[src/rtl/bcd_serial_addsub.sv]
// bcd_serial_addsub: digit-serial packed-BCD add/subtract, LS digit first, with a start/busy/done handshake.
// Subtraction adds the 9's complement of b, so the decimal carry doubles as an inverted borrow.
module bcd_serial_addsub #(
    parameter int DIGITS = 4
) (
    input  logic                clk,
    input  logic                rst_n,
    input  logic                start,
    input  logic                op_sub,
    input  logic                ci,
    input  logic [4*DIGITS-1:0] a,
    input  logic [4*DIGITS-1:0] b,
    output logic                busy,
    output logic                done,
    output logic [4*DIGITS-1:0] sum,
    output logic                co,
    output logic                invalid
);
    localparam int W  = 4*DIGITS;
    localparam int IW = DIGITS > 1 ? $clog2(DIGITS) : 1;

    typedef enum logic [1:0] {IDLE, RUN, DONE} state_t;

    state_t          state, state_nx;
    logic [W-1:0]    a_q, b_q, res, res_nx;
    logic [IW-1:0]   idx;
    logic            sub_q, c, bad, bad_in, last, cn;
    logic [3:0]      ad, bd, s;
    logic [4:0]      z;

    always_comb begin
        bad_in = 1'b0;
        for (int i = 0; i < DIGITS; i++)
            if (a[4*i +: 4] > 4'd9 || b[4*i +: 4] > 4'd9) bad_in = 1'b1;
    end

    always_comb begin
        ad     = a_q[{idx, 2'b00} +: 4];
        bd     = sub_q ? 4'd9 - b_q[{idx, 2'b00} +: 4] : b_q[{idx, 2'b00} +: 4];
        z      = {1'b0, ad} + {1'b0, bd} + {4'b0, c};
        cn     = z > 5'd9;
        s      = cn ? z[3:0] + 4'd6 : z[3:0];
        res_nx = res;
        res_nx[{idx, 2'b00} +: 4] = s;
        // a rejected operand spends its single RUN cycle only to keep the fixed two-edge latency
        last   = bad || (idx == IW'(DIGITS-1));
    end

    always_comb begin
        state_nx = state;
        case (state)
            IDLE:    state_nx = start ? RUN : IDLE;
            RUN:     state_nx = last ? DONE : RUN;
            default: state_nx = IDLE;
        endcase
    end

    always_ff @(posedge clk or negedge rst_n) begin
        if (!rst_n) state <= IDLE;
        else        state <= state_nx;
    end

    always_ff @(posedge clk or negedge rst_n) begin
        if (!rst_n) begin
            a_q     <= '0;
            b_q     <= '0;
            res     <= '0;
            idx     <= '0;
            sub_q   <= 1'b0;
            c       <= 1'b0;
            bad     <= 1'b0;
            sum     <= '0;
            co      <= 1'b0;
            invalid <= 1'b0;
        end else if (state == IDLE && start) begin
            a_q   <= a;
            b_q   <= b;
            sub_q <= op_sub;
            c     <= ci ^ op_sub;
            bad   <= bad_in;
            idx   <= '0;
        end else if (state == RUN) begin
            res <= res_nx;
            c   <= cn;
            idx <= idx + 1'b1;
            if (last) begin
                sum     <= bad ? '0 : res_nx;
                co      <= ~bad & (cn ^ sub_q);
                invalid <= bad;
                idx     <= '0;
            end
        end
    end

    assign busy = state != IDLE;
    assign done = state == DONE;
endmodule

[config.mk]
export PLATFORM = sky130hd
export DESIGN_NAME = bcd_serial_addsub
export DESIGN_NICKNAME = d
export VERILOG_FILES = /design/src/rtl/bcd_serial_addsub.sv
export SDC_FILE = /design/constraint.sdc
export NUM_CORES = 1
export LEC_CHECK = 0
export ABC_AREA = 0
export CAP_MARGIN = 10
export CORE_MARGIN = 2
export CORE_UTILIZATION = 35
export DETAILED_ROUTE_END_ITERATION = 16
export PLACE_DENSITY_LB_ADDON = 0.2
export SKIP_CTS_REPAIR_TIMING = 1
export SYNTH_ARGS = -nofsm -noshare
export SYNTH_HDL_FRONTEND = slang
export SYNTH_SLANG_ARGS = --single-unit
[constraint.sdc]
create_clock -name clk -period 4.1 [get_ports clk]
set_input_delay 0.82 -clock clk [delete_from_list [all_inputs] [get_ports clk]]
set_output_delay 0.82 -clock clk [all_outputs]
set_load 0.02 [all_outputs]
* Word-level counts from Yosys, hierarchy flattened
Index checks and enable logic that the tools add are counted.
Widths: inputs -> output; s select.
** Storage, ports and cells
- Flip-flop bits (word level) :: 73
- Bits in latches :: 0
- RAM bits :: 0
- Bits in read-only memories :: 0
- Input bits :: 37
- Output and inout bits :: 20
- Word-level logic and storage cells :: 65
- Memories :: 0
** Operators by class
- $add $sub $neg :: 6
- Multipliers :: 0
- Divide/modulo/power cells :: 0
- Magnitude comparators :: 9
- Equality and inequality tests :: 3
- Shift operators :: 4
- Multiplexer cells :: 16
- Bitwise operators :: 5
- Reduce and logical (&&, ||, !) cells :: 11
** Operators with widths (number)
- $gt 4x4->1 const B :: 8
- $shiftx 16x5->4 :: 2
- $bwmux 16 :: 1
- $mux 16 :: 1
- $shift 4x6->16 const A :: 1
- $shiftx 4x6->16 :: 1
- $mux 2 :: 4
- $mux 4 :: 2
- $mux 1 :: 7
- $neg 4->6 :: 1
- $add 4x4->5 :: 1
- $add 5x1->5 :: 1
- $gt 5x4->1 const B :: 1
- $logic_or 1x1->1 :: 5
- $add 4x3->4 const B :: 1
- $eq 2x2->1 const B :: 2
- $pmux 2 s2 :: 1
- $reduce_bool 2->1 :: 2
- $sub 4x4->4 const A :: 1
- $reduce_and 3->1 :: 1
- $add 2x1->2 const B :: 1
- $eq 2x1->1 const B :: 1
- $logic_not 2->1 :: 1
- $not 1->1 :: 2
- other kinds (4) :: 5

* Longest topological paths before layout
Gate-level depths: netlist of the first run.
- Word-level depth :: 10
- Depth in mapped cells :: 14
- Depth with buffers taken out :: 12

* Least setup slack after synthesis of the first run
No wires, ideal clock.
- Kind :: register to register
- Start :: register idx[0]
- End :: register res[6]
- Library setup time :: 0.075 ns
- Arrival time :: 3.752 ns
- Data required time :: 4.025 ns
- Setup slack :: 0.272 ns
- Cell stages (with the launch flop) :: 15
- Path buffers :: 2
- Clock period less this slack :: 3.828 ns
- Cell sequence :: dfrtp_1 clkbuf_1 mux4_2 inv_1 ha_1 nand2_1 o21ai_0 ha_1 xnor2_1 ha_1 a22o_1 o31a_1 buf_6 mux2_4 o21ai_2
** On the way
- Cells in the longest elaborated chain, start to end :: 9
- Elaborated cells on any way between the ends :: 13
- Classes of those cells :: add/sub: 5; order compare: 1; shift: 4; mux: 3
** RTL lines
- from (decl) :: RTL line 26 : logic [IW-1:0] idx;
- from (signal assigned) :: RTL line 85 : idx <= idx + 1'b1;
- $shiftx 16x5->4 :: RTL line 39 : bd = sub_q ? 4'd9 - b_q[{idx, 2'b00} +: 4] : b_q[{idx, 2'b00} +: 4];
- $sub 4x4->4 :: RTL line 39
- $mux 4 :: RTL line 39
- $add 4x4->5 :: RTL line 40 : z = {1'b0, ad} + {1'b0, bd} + {4'b0, c};
- $add 5x1->5 :: RTL line 40
- $add 4x3->4 / $gt 5x4->1 (equally long branches) :: RTL line 42, 41
- $mux 4 :: RTL line 42 : s = cn ? z[3:0] + 4'd6 : z[3:0];
- $shiftx 4x6->16 :: RTL line 44 : res_nx[{idx, 2'b00} +: 4] = s;
- $bwmux 16 (*) :: RTL line 44
- to (signal assigned) :: RTL line 83 : res <= res_nx;
- to (decl) :: RTL line 25 : logic [W-1:0] a_q, b_q, res, res_nx;
Every way passes the cells marked *; elsewhere a longest branch is shown, timed or not.
A chain may end at the register's enable or synchronous reset.

* Worst setup path after layout of the first run
Same ends and word-level chain as after synthesis.

==> results of run 1 <==
## kinds of logic after synthesis
| family | after synthesis |
|---|---|
| AOI/OAI and AO/OA | 71 |
| DFF | 73 |
| and+or+nand+nor | 165 |
| adders and majority gates | 13 |
| muxes | 12 |
| buffers and inverters | 25 |
| xor gates and xnor gates | 7 |
## per-layer routing
metal / vias up / GRT usage (%) / wire length, um
li1: 1358 / - / -
met1: 1345 / 19.4 / 3650
met2: 80 / 26.8 / 3890
met3: 14 / 3.62 / 380
met4: 0 / 5.50 / 141
met5: - / 0 / 0
## final timing paths
check | from | to | slack, ns | cells after the start
setup reg to reg | idx[0] | res[6] | 0.45 | 11
max in group asynchronous | rst_n | a_q[3] | 2.58 | 2
setup / recovery | idx[0] | res[6] | 0.45 | 11
min in group asynchronous | rst_n | sum[0] | 0.53 | 1
hold reg to reg | a_q[3] | a_q[3] | 0.47 | 2
hold / removal | a_q[3] | a_q[3] | 0.47 | 2
## cell usage in the layout (no fill, tap or decap), types with 2 or more instances in the layout
cell type	synthesis	layout
o22ai_1	2	2
nand2_1	128	128
mux2i_1	2	2
a22o_1	7	7
clkinv_2	0	2
nor2b_1	6	6
a21oi_1	2	2
fa_1	2	2
nand2b_1	2	2
mux4_2	8	8
clkbuf_8	0	11
dfrtp_1	73	72
nand3b_1	2	2
nand3_1	2	2
o21ai_2	6	6
a31oi_1	2	2
nor2_1	15	15
inv_1	12	12
ha_1	11	11
or2_2	2	2
o21ai_0	31	31
clkdlybuf4s50_1	0	55
bufinv_16	0	2
buf_4	1	6
nand4_1	5	5
xor2_1	2	2
a22oi_1	13	13
xnor2_1	5	5
o31ai_1	3	3
## worst max-delay path: cells and delay by family (launching register included)
kind | cells | cell delay [ns]
mux | 2 | 0.95
xor+xnor | 2 | 0.38
flops | 1 | 0.54
compound gates | 3 | 0.78
buf+inv | 1 | 0.05
fa+ha+maj | 3 | 0.87
## area by class of cell
class                   count  share of cell area (%)
clock inverters             5                    1.73
multi-input cells         268                    35.9
inverters                  12                    1.01
repair buffers             62                    13.4
well taps                 133                    3.72
clock buffers              11                    3.38
flip-flops and latches     73                    40.8
## flip-flops by register name, indices dropped and copies added, names as in the netlist
| register | count |
|---|---|
| sum | 16 |
| idx | 2 |
| b_q | 16 |
| a_q | 16 |
| c | 1 |
| bad | 1 |
| co | 1 |
| res | 16 |
| state | 2 |
| invalid | 1 |
| sub_q | 1 |
## synthesized netlist by cell type (2+ instances only)
| cell type | instances |
|---|---|
| nor2b_1 | 6 |
| clkbuf_1 | 9 |
| o21ai_0 | 31 |
| or2_2 | 2 |
| o22ai_1 | 2 |
| nand3b_1 | 2 |
| a31oi_1 | 2 |
| a22o_1 | 7 |
| xor2_1 | 2 |
| a22oi_1 | 13 |
| xnor2_1 | 5 |
| buf_1 | 2 |
| fa_1 | 2 |
| nor2_1 | 15 |
| mux4_2 | 8 |
| nand2b_1 | 2 |
| o31ai_1 | 3 |
| nand4_1 | 5 |
| a21oi_1 | 2 |
| nand3_1 | 2 |
| ha_1 | 11 |
| o21ai_2 | 6 |
| nand2_1 | 128 |
| mux2i_1 | 2 |
| dfrtp_1 | 73 |
| inv_1 | 12 |
## metrics by stage
step	utilization (%)	setup slack [ns]
after floorplan	-	0.272
after detailed placement	43.4	0.254
after CTS	45.8	0.233
after global placement	43.4	0.374
final	45.8	0.450
after global routing	45.8	0.146
==> summary.txt, run 1 <==
Run status
  – Result of the run: completed

Final layout
  – Share of post-route cells with drive strength above 1: 10.2%
  – Fill cell instance count of the final layout: 997
  – Number of diodes added for antenna fixing: 0
  – Synthesis-to-layout area growth: 26.5%
  – Final instance area: 0.00448 mm^2
  – Final net count: 476
  – Final Instance Count excl. Fillers: 564
  – Area occupied by multi-input gates: 0.00161 mm^2
  – Reg area: 0.00183 mm^2

Die
  – Chip Height: 105 um
  – Number of core rows: 36
  – Placeable core region: 0.00977 mm^2
  – Number of I/O pins: 57
  – Die Wd: 105 um
  – Die ar.: 0.0109 mm^2
  – Starting utilization of the core area: 36.2%

Setup path
  – Maximum single-stage delay on the critical path: 0.55 ns
  – Crit path DAT: 3.92 ns
  – Slowest cell on the critical path: mux4_2
  – Critical path class: flop to flop
  – Required time of the critical path: 4.37 ns
  – Kind of start point of the critical path: flop
  – Crit path cell chain: mux4_2 > xnor2_1 > fa_1 > inv_1 > fa_1 > xnor2_1 > ha_1 > a22o_1 > o31a_1 > mux2_4 > o21ai_2
  – Worst setup EP type: flop
  – Highest fanout seen on the critical path: 9

Logic synthesis
  – Largest family of logic cells by synthesized area: simple AND/OR/NAND/NOR gates
  – Fraction of the yosys area taken by sequential cells: 51.6%
  – Xor/xnor cell area share of the yosys netlist: 1.73%
  – Largest cells by area after synthesis: dfrtp_1, nand2_1, mux4_2, o21ai_0, ha_1
  – Number of distinct library cells after synthesis: 38
  – EDFF count, synth: 0
  – Adder-cell share of the synthesized area: 5.02%
  – Area of the mapped netlist: 0.00354 mm^2
  – FF+latch count, synth: 73
  – Mux cell area share after synthesis: 6.40%
  – Compound-Gate Fraction of Synth Area: 13.1%
  – Top-area cell type share of the netlist area: 51.6%
  – Average footprint of a synthesized cell: 9.67 um^2
  – Dominant cell type by area after synthesis: dfrtp_1
  – Synthesis Warnings: 0
  – Syn_nets: 416
  – Number of instances in the synthesized netlist: 366
  – Share of synthesized cell area in and, or, nand and nor gates: 19.2%
  – Fraction of registers with async set/reset: 100%
  – Leading register cell type out of synthesis: dfrtp_1

Placed design
  – Instance area at placement: 0.00425 mm^2
  – Placed Cells incl. Taps: 548
  – GPL Wtd Cong: 0.854
  – Half-perimeter wire length after detailed placement: 5960 um
  – Count of buffers from port buffering: 56

Drt
  – First drt pass iteration count: 4
  – Remaining antenna violation count after routing: 0
  – Vias after detailed routing: 2797
  – WL final: 8070 um
  – Post-route DRC: 0
  – Average vias per placed instance: 4.96
  – Per-cell routed wire length: 14.3 um
  – Iteration-0 DRC Markers: 65

Clock network
  – Clock tree sinks: 73
  – CTS tree: built
  – Number of H-tree levels: 3
  – Number of buffers inserted during clock tree synthesis: 9
  – Clock-pin slew reported for the worst setup and hold paths after clock tree synthesis: 0.07 ns
  – Clock Latency Late Sink: 0.35 ns
  – Maximum buffer depth of the clock tree: 2
  – Root buffer cell: clkbuf_8

GRT
  – Total grt overflow: 0
  – Pin count of the biggest net entering global routing: 42
  – Antenna violations before repair: 0
  – Number of global-route vias before repair: 2853
  – Total routing usage reported by global routing: 15.7%
  – Wire length of the first global-routing pass: 13700 um

STA
  – Finish-stage setup viols: 0
  – Fraction of the cycle the final worst path needs: 89.0%
  – Hold WS: 0.471 ns
  – Worst Tran Pin Value: 1.12 ns
  – Number of slew-limit violations in the final report: 0
  – Final Hold Vio Count: 0
  – Fin Setup TNS: 0 ns
  – Slew HR: 25.3%
  – Fmax achieved: 274 MHz
  – Post-layout min period: 3.65 ns
  – Unrepaired setup endpoints after global routing: false
  – Worst setup skew after layout: 0.00700 ns

Run
  – Total of max-cap violations: 0

Min path
  – Type of the worst min-delay path: flop to flop
Power of run 1 is not shown: default switching activity piles up to over one toggle a cycle in this logic, so the estimate is an artifact.
==> run 2, diff against run 1 <==
--- a/config.mk
+++ b/config.mk
@@ -12,6 +12,7 @@
 export DETAILED_ROUTE_END_ITERATION = 16
 export PLACE_DENSITY_LB_ADDON = 0.2
 export SKIP_CTS_REPAIR_TIMING = 1
+export SLEW_MARGIN = 0
 export SYNTH_ARGS = -nofsm -noshare
 export SYNTH_HDL_FRONTEND = slang
 export SYNTH_SLANG_ARGS = --single-unit
==> results of run 2 <==
Same layout as run 1: the final DEF is identical, and so are final timing and power.
Power of run 2 is left out for the same reason.
==> run 3, diff against run 2 <==
--- a/config.mk
+++ b/config.mk
@@ -6,7 +6,7 @@
 export NUM_CORES = 1
 export LEC_CHECK = 0
 export ABC_AREA = 0
-export CAP_MARGIN = 10
+export CAP_MARGIN = 20
 export CORE_MARGIN = 2
 export CORE_UTILIZATION = 35
 export DETAILED_ROUTE_END_ITERATION = 16
==> summary.txt, run 3 (synthesis results as in run 1) <==
Placed design
  – Instance area at placement: 0.00425 mm^2 (unchanged)
  – GPL Wtd Cong: 0.854 (unchanged)
  – Half-perimeter wire length after detailed placement: 5960 um (unchanged)
  – Count of buffers from port buffering: 56 (unchanged)

Run
  – Total of max-cap violations: 0 (unchanged)

GRT
  – Total routing usage reported by global routing: 15.7% (unchanged)
  – Pin count of the biggest net entering global routing: 42 (unchanged)
  – Antenna violations before repair: 0 (unchanged)
  – Total grt overflow: 0 (unchanged)
  – Wire length of the first global-routing pass: 13700 um (unchanged)
  – Number of global-route vias before repair: 2853 (unchanged)

Clock network
  – Root buffer cell: clkbuf_8
  – Clock tree sinks: 73 (unchanged)
  – Number of buffers inserted during clock tree synthesis: 9 (unchanged)
  – Clock-pin slew reported for the worst setup and hold paths after clock tree synthesis: 0.07 ns (about the same)
  – Number of H-tree levels: 3 (unchanged)
  – Maximum buffer depth of the clock tree: 2 (unchanged)
  – CTS tree: built
  – Clock Latency Late Sink: 0.35 ns (about the same)

STA
  – Slew HR: 38.1% (+13 points)
  – Fmax achieved: 274 MHz (about the same)
  – Unrepaired setup endpoints after global routing: false
  – Hold WS: 0.471 ns (-0.000115 ns)
  – Worst setup skew after layout: 0.00728 ns (+0.000271 ns)
  – Fin Setup TNS: 0 ns (unchanged)
  – Finish-stage setup viols: 0 (unchanged)
  – Post-layout min period: 3.65 ns (-0.00226 ns)
  – Fraction of the cycle the final worst path needs: 89.0% (about the same)
  – Final Hold Vio Count: 0 (unchanged)
  – Worst Tran Pin Value: 0.927 ns (-0.191 ns)
  – Number of slew-limit violations in the final report: 0 (unchanged)

Drt
  – Average vias per placed instance: 4.97 (+0.14%)
  – Per-cell routed wire length: 14.2 um (-0.66%)
  – Iteration-0 DRC Markers: 71 (+9.2%)
  – Post-route DRC: 0 (unchanged)
  – Vias after detailed routing: 2806 (+0.32%)
  – First drt pass iteration count: 4 (unchanged)
  – WL final: 8030 um (-0.48%)
  – Remaining antenna violation count after routing: 0 (unchanged)

Min path
  – Type of the worst min-delay path: flop to flop
  – Count of cells along the worst hold path: 2 (unchanged)

Setup path
  – Kind of start point of the critical path: flop
  – Path depth of the worst reg2reg path: 11 (unchanged)
  – Critical path origin: idx[0]
  – Worst setup EP type: flop
  – Highest fanout seen on the critical path: 9 (unchanged)
  – Worst reg2reg endpoint: res[6]
  – Critical path class: flop to flop
  – Timing endpoint of the critical path: res[6]
  – Launching point of the worst reg2reg path: idx[0]
  – Register-to-register setup slack: 0.45 ns (about the same)
  – Crit path DAT: 3.92 ns (about the same)
  – Required time of the critical path: 4.37 ns (about the same)

Final layout
  – Share of post-route cells with drive strength above 1: 10.4% (+0.21 points)
  – Fill cell instance count of the final layout: 993 (-0.40%)
  – Leading cell types in the layout, fill and taps excluded: nand2_1, dfrtp_1, clkdlybuf4s50_1
  – Synthesis-to-layout area growth: 27.3%
  – Most common cell after layout, fill and taps aside: nand2_1
  – Number of diodes added for antenna fixing: 0 (unchanged)
  – Final net count: 477 (+0.21%)
  – Final instance area: 0.00450 mm^2 (+0.62%)

Run status
  – Result of the run: completed

Die
  – Die ar.: 0.0109 mm^2 (unchanged)
  – Chip Height: 105 um (unchanged)
  – Starting utilization of the core area: 36.2% (unchanged)
  – Die Wd: 105 um (unchanged)
  – Placeable core region: 0.00977 mm^2 (unchanged)
  – Number of I/O pins: 57 (unchanged)
  – Number of core rows: 36 (unchanged)
## run 3: changes by cell type in the layout (fill, tap and decap cells not counted), sizes merged
cell / delta
buf: +1
## run 3: metrics by stage
stage,cells,setup WS [ns],utilization [%]
floorplan,366,0.272,-
global placement,548,0.374,43.4
detailed placement,548,0.254,43.4
CTS,564,0.233,45.8
global route,565,0.146,46.1
finish,565,0.452,46.1
## run 3: how the worst min path moves through the flow
stage | slack, ns | to | from
after floorplan | 0.44 | a_q[10] | a_q[10]
after global placement | 0.45 | a_q[1] | a_q[1]
after detailed placement | 0.46 | a_q[10] | a_q[10]
after CTS | 0.48 | a_q[10] | a_q[10]
after global routing | 0.51 | res[7] | res[7]
final | 0.47 | a_q[3] | a_q[3]
## run 3: per-layer routing
layer  share of wire [%]  global-route usage [%]
met3                 5.5                    3.62
met5                   0                       0
met1                  45                    19.4
met2                  48                    26.8
met4                 1.9                    5.50
## run 3: cell type report
class / instances / area [um^2] / share of cell area, %
clock buffer: 11 / 151 / 3.36
inverter: 12 / 45.0 / 1.00
multi-input combinational: 268 / 1610 / 35.7
tap: 133 / 166 / 3.70
sequential: 73 / 1830 / 40.6
clock inverter: 5 / 77.6 / 1.72
timing repair buffer: 63 / 628 / 13.9
## run 3: worst max-delay path: stages, from the launching register on
cell and delay (ns):
dfrtp_2 0.54, mux4_2 0.55, xnor2_1 0.18, fa_1 0.22, inv_1 0.05, fa_1 0.40
xnor2_1 0.20, ha_1 0.26, a22o_1 0.23, o31a_1 0.41, mux2_4 0.40, o21ai_2 0.14
Power of run 3 is left out for the same reason.
